==> config.mk <==
export PLATFORM = sky130hd
export DESIGN_NAME = uart_serial_bridge
export DESIGN_NICKNAME = d
export VERILOG_FILES = /design/src/rtl/uart_serial_bridge.sv
export SDC_FILE = /design/constraint.sdc
export NUM_CORES = 1
export LEC_CHECK = 0
export ABC_CLOCK_PERIOD_IN_PS = 3500
export CAP_MARGIN = 15
export CORE_AREA = 2 2 203 205
export DETAILED_ROUTE_END_ITERATION = 16
export DIE_AREA = 0 0 205 207
export GPL_TIMING_DRIVEN = 0
export MAX_ROUTING_LAYER = met4
export PLACE_DENSITY_LB_ADDON = 0.25
export SLEW_MARGIN = 20
export SYNTH_ARGS = -nofsm -noshare
export SYNTH_HDL_FRONTEND = slang
export SYNTH_SLANG_ARGS = --single-unit
==> constraint.sdc <==
create_clock -name clock -period 3.5 [get_ports clock]
set_input_delay 0.525 -clock clock [delete_from_list [all_inputs] [get_ports clock]]
set_output_delay 0.525 -clock clock [all_outputs]
set_load 0.03 [all_outputs]
==> src/rtl/uart_serial_bridge.sv <==
// uart_serial_bridge: byte-wide 8N1 UART bridge between a processor serial
// port and a pair of UART pins. RX path is a 2-flop synchronizer, a sampling
// FSM and a first-word-fall-through RX FIFO; TX path is a first-word-fall-
// through TX FIFO drained by a serializing FSM.
// Optional feature macro: UART_BRIDGE_PARITY_EN adds an even-parity bit to
// both directions and the sticky parity_err_out port.
module uart_serial_bridge #(
  parameter int CLKS_PER_BIT = 434,
  parameter int FIFO_AW      = 4
) (
  input  logic       clock,
  input  logic       reset,
  input  logic       uart_rx,
  output logic       uart_tx,
  output logic [7:0] rx_data_out,
  output logic       rx_valid_out,
  input  logic       rx_rden_in,
  input  logic [7:0] tx_data_in,
  input  logic       tx_wren_in,
  output logic       tx_ready_out,
  input  logic       status_clr_in,
  output logic       overrun_out,
  output logic       frame_err_out
`ifdef UART_BRIDGE_PARITY_EN
  ,
  output logic       parity_err_out
`endif
);

  localparam int DEPTH = 1 << FIFO_AW;
  localparam int CW    = (CLKS_PER_BIT > 1) ? $clog2(CLKS_PER_BIT) : 1;
  localparam logic [CW-1:0] CNT_ZERO = CW'(0);
  localparam logic [CW-1:0] CNT_ONE  = CW'(1);
  localparam logic [CW-1:0] CNT_LAST = CW'(CLKS_PER_BIT - 1);
  localparam logic [CW-1:0] CNT_HALF = CW'(CLKS_PER_BIT / 2 - 1);

  // Even parity: the parity bit makes the total count of ones even.
  function automatic logic even_parity(input logic [7:0] data);
    return ^data;
  endfunction

  // ---------------------------------------------------------------- RX FIFO
  logic [7:0]       rx_mem_r [DEPTH];
  logic [FIFO_AW:0] rx_wptr_r;
  logic [FIFO_AW:0] rx_rptr_r;
  logic             rx_empty_s;
  logic             rx_full_s;
  logic             rx_pop_ok_s;
  logic             rx_push_s;
  logic             rx_push_ok_s;
  logic             ovr_set_s;
  logic [7:0]       rx_shift_r;

  assign rx_empty_s   = (rx_wptr_r == rx_rptr_r);
  assign rx_full_s    = (rx_wptr_r[FIFO_AW] != rx_rptr_r[FIFO_AW]) &&
                        (rx_wptr_r[FIFO_AW-1:0] == rx_rptr_r[FIFO_AW-1:0]);
  assign rx_pop_ok_s  = rx_rden_in && !rx_empty_s;
  // A pop in the same cycle frees the slot needed by a push into a full FIFO.
  assign rx_push_ok_s = rx_push_s && (!rx_full_s || rx_pop_ok_s);
  assign ovr_set_s    = rx_push_s && rx_full_s && !rx_pop_ok_s;
  assign rx_data_out  = rx_mem_r[rx_rptr_r[FIFO_AW-1:0]];
  assign rx_valid_out = !rx_empty_s;

  // RX FIFO storage: written on an accepted push; contents need no reset.
  always_ff @(posedge clock) begin
    if (rx_push_ok_s) begin
      rx_mem_r[rx_wptr_r[FIFO_AW-1:0]] <= rx_shift_r;
    end
  end

  // RX FIFO pointers advance on accepted push/pop and clear on reset.
  always_ff @(posedge clock) begin
    if (reset) begin
      rx_wptr_r <= {(FIFO_AW+1){1'b0}};
      rx_rptr_r <= {(FIFO_AW+1){1'b0}};
    end else begin
      if (rx_push_ok_s) rx_wptr_r <= rx_wptr_r + {{FIFO_AW{1'b0}}, 1'b1};
      if (rx_pop_ok_s)  rx_rptr_r <= rx_rptr_r + {{FIFO_AW{1'b0}}, 1'b1};
    end
  end

  // ---------------------------------------------------------------- TX FIFO
  logic [7:0]       tx_mem_r [DEPTH];
  logic [FIFO_AW:0] tx_wptr_r;
  logic [FIFO_AW:0] tx_rptr_r;
  logic             tx_empty_s;
  logic             tx_full_s;
  logic             tx_pop_s;
  logic             tx_push_ok_s;
  logic [7:0]       tx_head_s;

  assign tx_empty_s   = (tx_wptr_r == tx_rptr_r);
  assign tx_full_s    = (tx_wptr_r[FIFO_AW] != tx_rptr_r[FIFO_AW]) &&
                        (tx_wptr_r[FIFO_AW-1:0] == tx_rptr_r[FIFO_AW-1:0]);
  // tx_pop_s is only raised by the serializer when the FIFO is non-empty.
  assign tx_push_ok_s = tx_wren_in && (!tx_full_s || tx_pop_s);
  assign tx_head_s    = tx_mem_r[tx_rptr_r[FIFO_AW-1:0]];
  assign tx_ready_out = !tx_full_s;

  // TX FIFO storage: written on an accepted push; contents need no reset.
  always_ff @(posedge clock) begin
    if (tx_push_ok_s) begin
      tx_mem_r[tx_wptr_r[FIFO_AW-1:0]] <= tx_data_in;
    end
  end

  // TX FIFO pointers advance on accepted push/pop and clear on reset.
  always_ff @(posedge clock) begin
    if (reset) begin
      tx_wptr_r <= {(FIFO_AW+1){1'b0}};
      tx_rptr_r <= {(FIFO_AW+1){1'b0}};
    end else begin
      if (tx_push_ok_s) tx_wptr_r <= tx_wptr_r + {{FIFO_AW{1'b0}}, 1'b1};
      if (tx_pop_s)     tx_rptr_r <= tx_rptr_r + {{FIFO_AW{1'b0}}, 1'b1};
    end
  end

  // ---------------------------------------------------------------- TX FSM
  typedef enum logic [2:0] {
    TX_IDLE   = 3'd0,
    TX_START  = 3'd1,
    TX_DATA   = 3'd2,
    TX_STOP   = 3'd3
`ifdef UART_BRIDGE_PARITY_EN
    ,
    TX_PARITY = 3'd4
`endif
  } tx_state_t;

  tx_state_t     tx_state_r, tx_state_nxt_s;
  logic [CW-1:0] tx_cnt_r, tx_cnt_nxt_s;
  logic [2:0]    tx_bit_r, tx_bit_nxt_s;
  logic [2:0]    tx_bit_inc_s;
  logic [7:0]    tx_byte_r, tx_byte_nxt_s;
  logic          tx_line_r, tx_line_nxt_s;
  logic          tx_last_s;

  assign tx_last_s    = (tx_cnt_r == CNT_LAST);
  assign tx_bit_inc_s = tx_bit_r + 3'd1;
  assign uart_tx      = tx_line_r;

  // TX state register; the line is registered so it idles high right after reset.
  always_ff @(posedge clock) begin
    if (reset) begin
      tx_state_r <= TX_IDLE;
      tx_cnt_r   <= CNT_ZERO;
      tx_bit_r   <= 3'd0;
      tx_byte_r  <= 8'h00;
      tx_line_r  <= 1'b1;
    end else begin
      tx_state_r <= tx_state_nxt_s;
      tx_cnt_r   <= tx_cnt_nxt_s;
      tx_bit_r   <= tx_bit_nxt_s;
      tx_byte_r  <= tx_byte_nxt_s;
      tx_line_r  <= tx_line_nxt_s;
    end
  end

  // TX next-state: each bit lasts CLKS_PER_BIT cycles; a new byte is fetched
  // at the end of a stop bit so back-to-back frames have no idle gap.
  always_comb begin
    tx_state_nxt_s = tx_state_r;
    tx_cnt_nxt_s   = tx_cnt_r + CNT_ONE;
    tx_bit_nxt_s   = tx_bit_r;
    tx_byte_nxt_s  = tx_byte_r;
    tx_line_nxt_s  = tx_line_r;
    tx_pop_s       = 1'b0;
    case (tx_state_r)
      TX_IDLE: begin
        tx_cnt_nxt_s  = CNT_ZERO;
        tx_line_nxt_s = 1'b1;
        if (!tx_empty_s) begin
          tx_pop_s       = 1'b1;
          tx_byte_nxt_s  = tx_head_s;
          tx_state_nxt_s = TX_START;
          tx_line_nxt_s  = 1'b0;
        end else begin
          tx_state_nxt_s = TX_IDLE;
        end
      end
      TX_START: begin
        if (tx_last_s) begin
          tx_cnt_nxt_s   = CNT_ZERO;
          tx_bit_nxt_s   = 3'd0;
          tx_state_nxt_s = TX_DATA;
          tx_line_nxt_s  = tx_byte_r[0];
        end else begin
          tx_state_nxt_s = TX_START;
        end
      end
      TX_DATA: begin
        if (tx_last_s) begin
          tx_cnt_nxt_s = CNT_ZERO;
          if (tx_bit_r == 3'd7) begin
`ifdef UART_BRIDGE_PARITY_EN
            tx_state_nxt_s = TX_PARITY;
            tx_line_nxt_s  = even_parity(tx_byte_r);
`else
            tx_state_nxt_s = TX_STOP;
            tx_line_nxt_s  = 1'b1;
`endif
          end else begin
            tx_bit_nxt_s  = tx_bit_inc_s;
            tx_line_nxt_s = tx_byte_r[tx_bit_inc_s];
          end
        end else begin
          tx_state_nxt_s = TX_DATA;
        end
      end
`ifdef UART_BRIDGE_PARITY_EN
      TX_PARITY: begin
        if (tx_last_s) begin
          tx_cnt_nxt_s   = CNT_ZERO;
          tx_state_nxt_s = TX_STOP;
          tx_line_nxt_s  = 1'b1;
        end else begin
          tx_state_nxt_s = TX_PARITY;
        end
      end
`endif
      TX_STOP: begin
        if (tx_last_s) begin
          tx_cnt_nxt_s = CNT_ZERO;
          if (!tx_empty_s) begin
            tx_pop_s       = 1'b1;
            tx_byte_nxt_s  = tx_head_s;
            tx_state_nxt_s = TX_START;
            tx_line_nxt_s  = 1'b0;
          end else begin
            tx_state_nxt_s = TX_IDLE;
            tx_line_nxt_s  = 1'b1;
          end
        end else begin
          tx_state_nxt_s = TX_STOP;
        end
      end
      default: begin
        tx_state_nxt_s = TX_IDLE;
        tx_cnt_nxt_s   = CNT_ZERO;
        tx_line_nxt_s  = 1'b1;
      end
    endcase
  end

  // ---------------------------------------------------------------- RX path
  logic rx_meta_r;
  logic rx_sync_r;

  // Two-flop synchronizer for the asynchronous line; resets to the idle level.
  always_ff @(posedge clock) begin
    if (reset) begin
      rx_meta_r <= 1'b1;
      rx_sync_r <= 1'b1;
    end else begin
      rx_meta_r <= uart_rx;
      rx_sync_r <= rx_meta_r;
    end
  end

  typedef enum logic [2:0] {
    RX_IDLE   = 3'd0,
    RX_START  = 3'd1,
    RX_DATA   = 3'd2,
    RX_STOP   = 3'd3
`ifdef UART_BRIDGE_PARITY_EN
    ,
    RX_PARITY = 3'd4
`endif
  } rx_state_t;

  rx_state_t     rx_state_r, rx_state_nxt_s;
  logic [CW-1:0] rx_cnt_r, rx_cnt_nxt_s;
  logic [2:0]    rx_bit_r, rx_bit_nxt_s;
  logic [7:0]    rx_shift_nxt_s;
  logic          rx_brk_r, rx_brk_nxt_s;
  logic          rx_last_s;
  logic          fe_set_s;
`ifdef UART_BRIDGE_PARITY_EN
  logic          rx_par_bad_r, rx_par_bad_nxt_s;
  logic          pe_set_s;
`endif

  assign rx_last_s = (rx_cnt_r == CNT_LAST);

  // RX state register; a frame in progress at reset is abandoned.
  always_ff @(posedge clock) begin
    if (reset) begin
      rx_state_r   <= RX_IDLE;
      rx_cnt_r     <= CNT_ZERO;
      rx_bit_r     <= 3'd0;
      rx_shift_r   <= 8'h00;
      rx_brk_r     <= 1'b0;
`ifdef UART_BRIDGE_PARITY_EN
      rx_par_bad_r <= 1'b0;
`endif
    end else begin
      rx_state_r   <= rx_state_nxt_s;
      rx_cnt_r     <= rx_cnt_nxt_s;
      rx_bit_r     <= rx_bit_nxt_s;
      rx_shift_r   <= rx_shift_nxt_s;
      rx_brk_r     <= rx_brk_nxt_s;
`ifdef UART_BRIDGE_PARITY_EN
      rx_par_bad_r <= rx_par_bad_nxt_s;
`endif
    end
  end

  // RX next-state: sample the start bit at mid-bit, then every bit period;
  // after a bad stop bit hold in STOP until the line returns high.
  always_comb begin
    rx_state_nxt_s   = rx_state_r;
    rx_cnt_nxt_s     = rx_cnt_r + CNT_ONE;
    rx_bit_nxt_s     = rx_bit_r;
    rx_shift_nxt_s   = rx_shift_r;
    rx_brk_nxt_s     = rx_brk_r;
    rx_push_s        = 1'b0;
    fe_set_s         = 1'b0;
`ifdef UART_BRIDGE_PARITY_EN
    rx_par_bad_nxt_s = rx_par_bad_r;
    pe_set_s         = 1'b0;
`endif
    case (rx_state_r)
      RX_IDLE: begin
        rx_cnt_nxt_s = CNT_ZERO;
        if (!rx_sync_r) begin
          rx_state_nxt_s = RX_START;
        end else begin
          rx_state_nxt_s = RX_IDLE;
        end
      end
      RX_START: begin
        if (rx_cnt_r == CNT_HALF) begin
          rx_cnt_nxt_s = CNT_ZERO;
          rx_bit_nxt_s = 3'd0;
          if (rx_sync_r) begin
            rx_state_nxt_s = RX_IDLE;
          end else begin
            rx_state_nxt_s = RX_DATA;
          end
        end else begin
          rx_state_nxt_s = RX_START;
        end
      end
      RX_DATA: begin
        if (rx_last_s) begin
          rx_cnt_nxt_s   = CNT_ZERO;
          rx_shift_nxt_s = {rx_sync_r, rx_shift_r[7:1]};
          if (rx_bit_r == 3'd7) begin
`ifdef UART_BRIDGE_PARITY_EN
            rx_state_nxt_s = RX_PARITY;
`else
            rx_state_nxt_s = RX_STOP;
`endif
          end else begin
            rx_bit_nxt_s = rx_bit_r + 3'd1;
          end
        end else begin
          rx_state_nxt_s = RX_DATA;
        end
      end
`ifdef UART_BRIDGE_PARITY_EN
      RX_PARITY: begin
        if (rx_last_s) begin
          rx_cnt_nxt_s     = CNT_ZERO;
          rx_state_nxt_s   = RX_STOP;
          rx_par_bad_nxt_s = (rx_sync_r != even_parity(rx_shift_r));
          pe_set_s         = (rx_sync_r != even_parity(rx_shift_r));
        end else begin
          rx_state_nxt_s = RX_PARITY;
        end
      end
`endif
      RX_STOP: begin
        if (rx_brk_r) begin
          rx_cnt_nxt_s = CNT_ZERO;
          if (rx_sync_r) begin
            rx_brk_nxt_s   = 1'b0;
            rx_state_nxt_s = RX_IDLE;
          end else begin
            rx_state_nxt_s = RX_STOP;
          end
        end else if (rx_last_s) begin
          rx_cnt_nxt_s = CNT_ZERO;
          if (rx_sync_r) begin
            rx_state_nxt_s = RX_IDLE;
`ifdef UART_BRIDGE_PARITY_EN
            rx_push_s      = !rx_par_bad_r;
`else
            rx_push_s      = 1'b1;
`endif
          end else begin
            fe_set_s       = 1'b1;
            rx_brk_nxt_s   = 1'b1;
            rx_state_nxt_s = RX_STOP;
          end
        end else begin
          rx_state_nxt_s = RX_STOP;
        end
      end
      default: begin
        rx_state_nxt_s = RX_IDLE;
        rx_cnt_nxt_s   = CNT_ZERO;
        rx_brk_nxt_s   = 1'b0;
      end
    endcase
  end

  // ---------------------------------------------------------------- status
  logic overrun_r;
  logic frame_err_r;
`ifdef UART_BRIDGE_PARITY_EN
  logic parity_err_r;
  assign parity_err_out = parity_err_r;
`endif
  assign overrun_out   = overrun_r;
  assign frame_err_out = frame_err_r;

  // Sticky error flags: a set in the same cycle as a clear wins.
  always_ff @(posedge clock) begin
    if (reset) begin
      overrun_r    <= 1'b0;
      frame_err_r  <= 1'b0;
`ifdef UART_BRIDGE_PARITY_EN
      parity_err_r <= 1'b0;
`endif
    end else begin
      if (ovr_set_s)          overrun_r <= 1'b1;
      else if (status_clr_in) overrun_r <= 1'b0;
      if (fe_set_s)           frame_err_r <= 1'b1;
      else if (status_clr_in) frame_err_r <= 1'b0;
`ifdef UART_BRIDGE_PARITY_EN
      if (pe_set_s)           parity_err_r <= 1'b1;
      else if (status_clr_in) parity_err_r <= 1'b0;
`endif
    end
  end

endmodule
Word-level counts from Yosys, hierarchy flattened
Memory sizes are Yosys's and may differ from the RTL's. A register that Yosys moved wholly into a read port is not among the register bits.
Cells that the tools add are included.

cells by class
  $add $sub $neg = 8
  $mul = 0
  div/mod/pow operators = 0
  $lt $le $gt $ge = 1
  eq/ne operators = 26
  shifts and indexed selects = 0
  multiplexer cells = 62
  bitwise logic cells = 1
  reduce and logical (&&, ||, !) cells = 28

operator list
  operator                                                         count
  3-bit 2-to-1 mux                                                 14
  9-bit 2-to-1 mux                                                 3
  9-bit case mux with 3 select lines                               1
  1-bit 2-to-1 mux                                                 26
  3-bit case mux with 4 select lines                               2
  5-bit by 1-bit adder with 5-bit output, second input constant    4
  9-bit by 1-bit adder with 9-bit output, second input constant    2
  9-bit == test, second input constant                             2
  4-bit 2-to-1 mux                                                 4
  8-bit 2-to-1 mux                                                 2
  8-bit case mux with 2 select lines                               1
  2-bit inequality test, second input constant                     7
  3-bit by 2-bit == test with 1-bit output, second input constant  4
  3-bit case mux with 2 select lines                               2
  5-bit == test                                                    2
  2-bit nonzero test                                               5
  9-bit by 8-bit == test with 1-bit output, second input constant  1
  3-bit OR reduction                                               3
  4-bit == test                                                    2
  4-bit AND reduction                                              2
  1-bit logical AND                                                7
  3-bit by 1-bit adder with 3-bit output, second input constant    2
  3-bit by 1-bit == test with 1-bit output, second input constant  2
  3-bit == test, second input constant                             2
  13 further kinds                                                 24

storage, ports and cells
  register bits after elaboration = 72
  latch bits = 0
  bits in writable memories = 256
  bits in read-only memories = 0
  input port bits = 14
  memories kept = 2

memory list
  name      depth  width  read ports  clocked after Yosys merged registers in  write ports  RTL line  source
  rx_mem_r  16     8      1           1                                        1            43        logic [7:0] rx_mem_r [DEPTH];
  tx_mem_r  16     8      1           1                                        1            83        logic [7:0] tx_mem_r [DEPTH];

Longest topological paths before layout
  word-level depth = 8
  depth in mapped cells = 8
  depth with buffers taken out = 7

Worst setup path before layout
OpenSTA, ideal clock, no wires.

  path type = flip-flop to output port
  start point = register (tool-made name)
  end point = output port rx_data_out[0]
  arrival time = 1,910 ps
  required time = 2,975 ps
  setup slack = 1,065 ps
  cell stages (with the launch flop) = 5
  cells stage by stage = dfxtp_1 clkbuf_1 buf_2 mux4_2 mux4_2

RTL lines
  what           RTL line  source
  end, declared  15        output logic [7:0] rx_data_out,

==> results.json <==
{
  "grt-ovfl-total": 0,
  "required_ns": 2.97,
  "cts_resized": 11,
  "ys_seq_area_share_pct": 68.0,
  "drc": 0,
  "synthXorXnorAreaFrac_pct": 2.51,
  "ys_ff_latch": 334,
  "area_delta_synth_final_pct": 15.9,
  "track_usage_pct": 13.9,
  "core_area_um2": 40400,
  "tns_ns": 0,
  "grt-busiest-layer": "met2",
  "leakagePower_uw": 0.00523,
  "numCtsBuffers": 37,
  "cts_root_buf": "clkbuf_16",
  "cts.sinks": 334,
  "path_clk_slew_ns": 0.06,
  "clock.fmax_mhz": 298,
  "use_met3_pct": 2.44,
  "maxCapViolCount": 0,
  "min_from": "reset",
  "timing.rr.start": "tx_state_r[1]",
  "async_reset_ff_share_pct": 0,
  "final_common_cell": "edfxtp_1",
  "dp_cells": 1374,
  "grt_util_met1_pct": 18.9,
  "holdCritPathClass": "input pin to flip-flop",
  "dp_hpwl_um": 17900,
  "wirelength_um": 28000,
  "grt_pass1_vias": 7137,
  "syn-num-nets": 853,
  "cts_tree": "built",
  "cp.arrival_ns": 2.84,
  "fp.dieH_um": 207,
  "postCtsSetupRepairBufs": 0,
  "syn_area_per_cell_um2": 16.7,
  "ctsHoldBuffers": 0,
  "syn_area_um2": 13600,
  "syn_inst": 815,
  "status": "completed",
  "slew_viol_final": 0,
  "synth_mux_area_share_pct": 13.6,
  "rsz0062_at_grt": "no",
  "p_per_area_nw_per_um2": 569,
  "synth_cell_types": 62,
  "finalCritPeriodShare_pct": 96.0,
  "irDropWorstVdd_mv": 0.477,
  "antenna_left": 0,
  "worstSetupStartpointType": "flip-flop",
  "endpoint_kind": "primary output",
  "port_buffers": 25,
  "slew_headroom_pct": 32.9,
  "design_area_um2": 15800,
  "dr.pass1.iters": 4,
  "synth_edf_count": 256,
  "cp_max_fo": 10,
  "ys.flop_type": "edfxtp_1",
  "vias": 7025,
  "drive_above_1_share_pct": 19.5,
  "cts_max_level": 2,
  "synth_top_family_by_area": "multiplexers",
  "hold_violations": 0,
  "wl_per_cell_um": 19.4,
  "die_area_um2": 42400,
  "stdcell_count": 1440,
  "grt_util_met2_pct": 21.3,
  "dieWidth_um": 205,
  "period_minus_slack_ns": 3.36,
  "fin_nets": 918,
  "finalClockSkew_ns": 0.0150,
  "fp-row-count": 74,
  "path_class": "flip-flop to primary output",
  "clock_latency_ns": 0.52,
  "diodes": 0,
  "grt_first_pass_wirelength_um": 43400,
  "io-pin-count": 27,
  "gp_congestion": 0.765,
  "drt_iter0_markers": 502,
  "synthSimpleGateAreaFrac_pct": 7.91,
  "dpl-instance-area_um2": 14600,
  "synth_compound_area_share_pct": 3.70,
  "most-common-layout-cells": "256 x edfxtp_1, 77 x dfxtp_1, 74 x mux4_2",
  "start_util_pct": 33.7,
  "cts_buffer_depth": 3,
  "antenna_found_initial": 0,
  "post_drt_via_cell_ratio": 4.88,
  "finalSetupViolations": 0,
  "synth_fa_ha_area_share_pct": 2.21,
  "synth_warnings": 0,
  "grt_max_degree": 19,
  "tightestPinTransition_ns": 1.00
}
flip-flops by register name (all words and copies together), names as in the netlist, 2 cells and up, named ones only:
register    flops
rx_bit_r        3
rx_cnt_r        9
rx_mem_r      128
rx_rptr_r       5
rx_shift_r      8
rx_state_r      2
rx_wptr_r       5
tx_bit_r        3
tx_byte_r       8
tx_cnt_r        9
tx_mem_r      128
tx_rptr_r       5
tx_state_r      2
tx_wptr_r       5
worst paths after layout:
| path | to | slack [ns] | depth (start not counted) |
|---|---|---|---|
| min reg2reg | rx_sync_r | 0.41 | 1 |
| max | rx_data_out[0] | 0.14 | 4 |
| max reg2reg | tx_mem_r[12][7] | 0.42 | 7 |
| min | tx_state_r[0] | 0.41 | 3 |
metal layers:
layer	share of wire, %	vias up
met1	46	3561
met4	1.8	0
li1	-	3312
met3	4.0	33
met5	0	-
met2	48	119
logic make-up after synthesis:
| logic type | Yosys count |
|---|---|
| muxes | 91 |
| buffers and inverters | 58 |
| and+or+nand+nor | 202 |
| DFF | 334 |
| adders and majority gates | 24 |
| xor gates and xnor gates | 39 |
| AOI/OAI and AO/OA | 67 |
through the flow:
step                hold slack [ns]  total power [µW]  setup WS (ns)  util [%]
floorplan                     0.389              5030           1.07         -
global placement              0.395              5280          0.206      35.9
detailed placement            0.401              5290          0.245      36.0
CTS                           0.393              9080         0.0623      39.0
global route                  0.433              9330         0.0288      39.0
finish                        0.410              8960          0.140      39.0
critical path, cell delays in order (launching register included):
cell,delay [ns]
dfxtp_2,0.42
buf_6,0.22
mux4_2,0.59
mux4_2,0.48
clkdlybuf4s50_1,0.60
area by class of cell:
type                       instances  area, µm²
fill                            3800      24600
sequential                       334       9250
multi-input combinational        423       4100
clock buffer                      49       1010
tap                              532        666
timing repair buffer              27        264
buffer                            39        233
clock inverter                    18        165
inverter                          18       67.6
synth_stat cells, types with 9 or more instances:
| master | instances | area [µm²] |
|---|---|---|
| clkbuf_1 | 20 | 75.1 |
| dfxtp_1 | 78 | 1560 |
| nor3_1 | 12 | 60.1 |
| nand3_1 | 14 | 70.1 |
| edfxtp_1 | 256 | 7690 |
| nand2b_1 | 14 | 87.6 |
| ha_1 | 24 | 300 |
| nor2b_1 | 12 | 75.1 |
| xor2_1 | 16 | 140 |
| mux2i_1 | 13 | 130 |
| nand2_1 | 25 | 93.8 |
| xnor2_1 | 23 | 201 |
| nor2_1 | 65 | 244 |
| and3_1 | 25 | 156 |
| inv_1 | 18 | 67.6 |
| a221oi_1 | 9 | 78.8 |
| a21oi_1 | 9 | 45.0 |
| mux4_2 | 74 | 1670 |
power by group:
part | internal (µW) | leakage (µW) | switching [µW]
logic | 372 | 0.00167 | 445
clock network | 2250 | 0.000582 | 1510
registers | 4330 | 0.00297 | 55.4
total | 6950 | 0.00523 | 2010
Power figures use the tool's default switching activity.
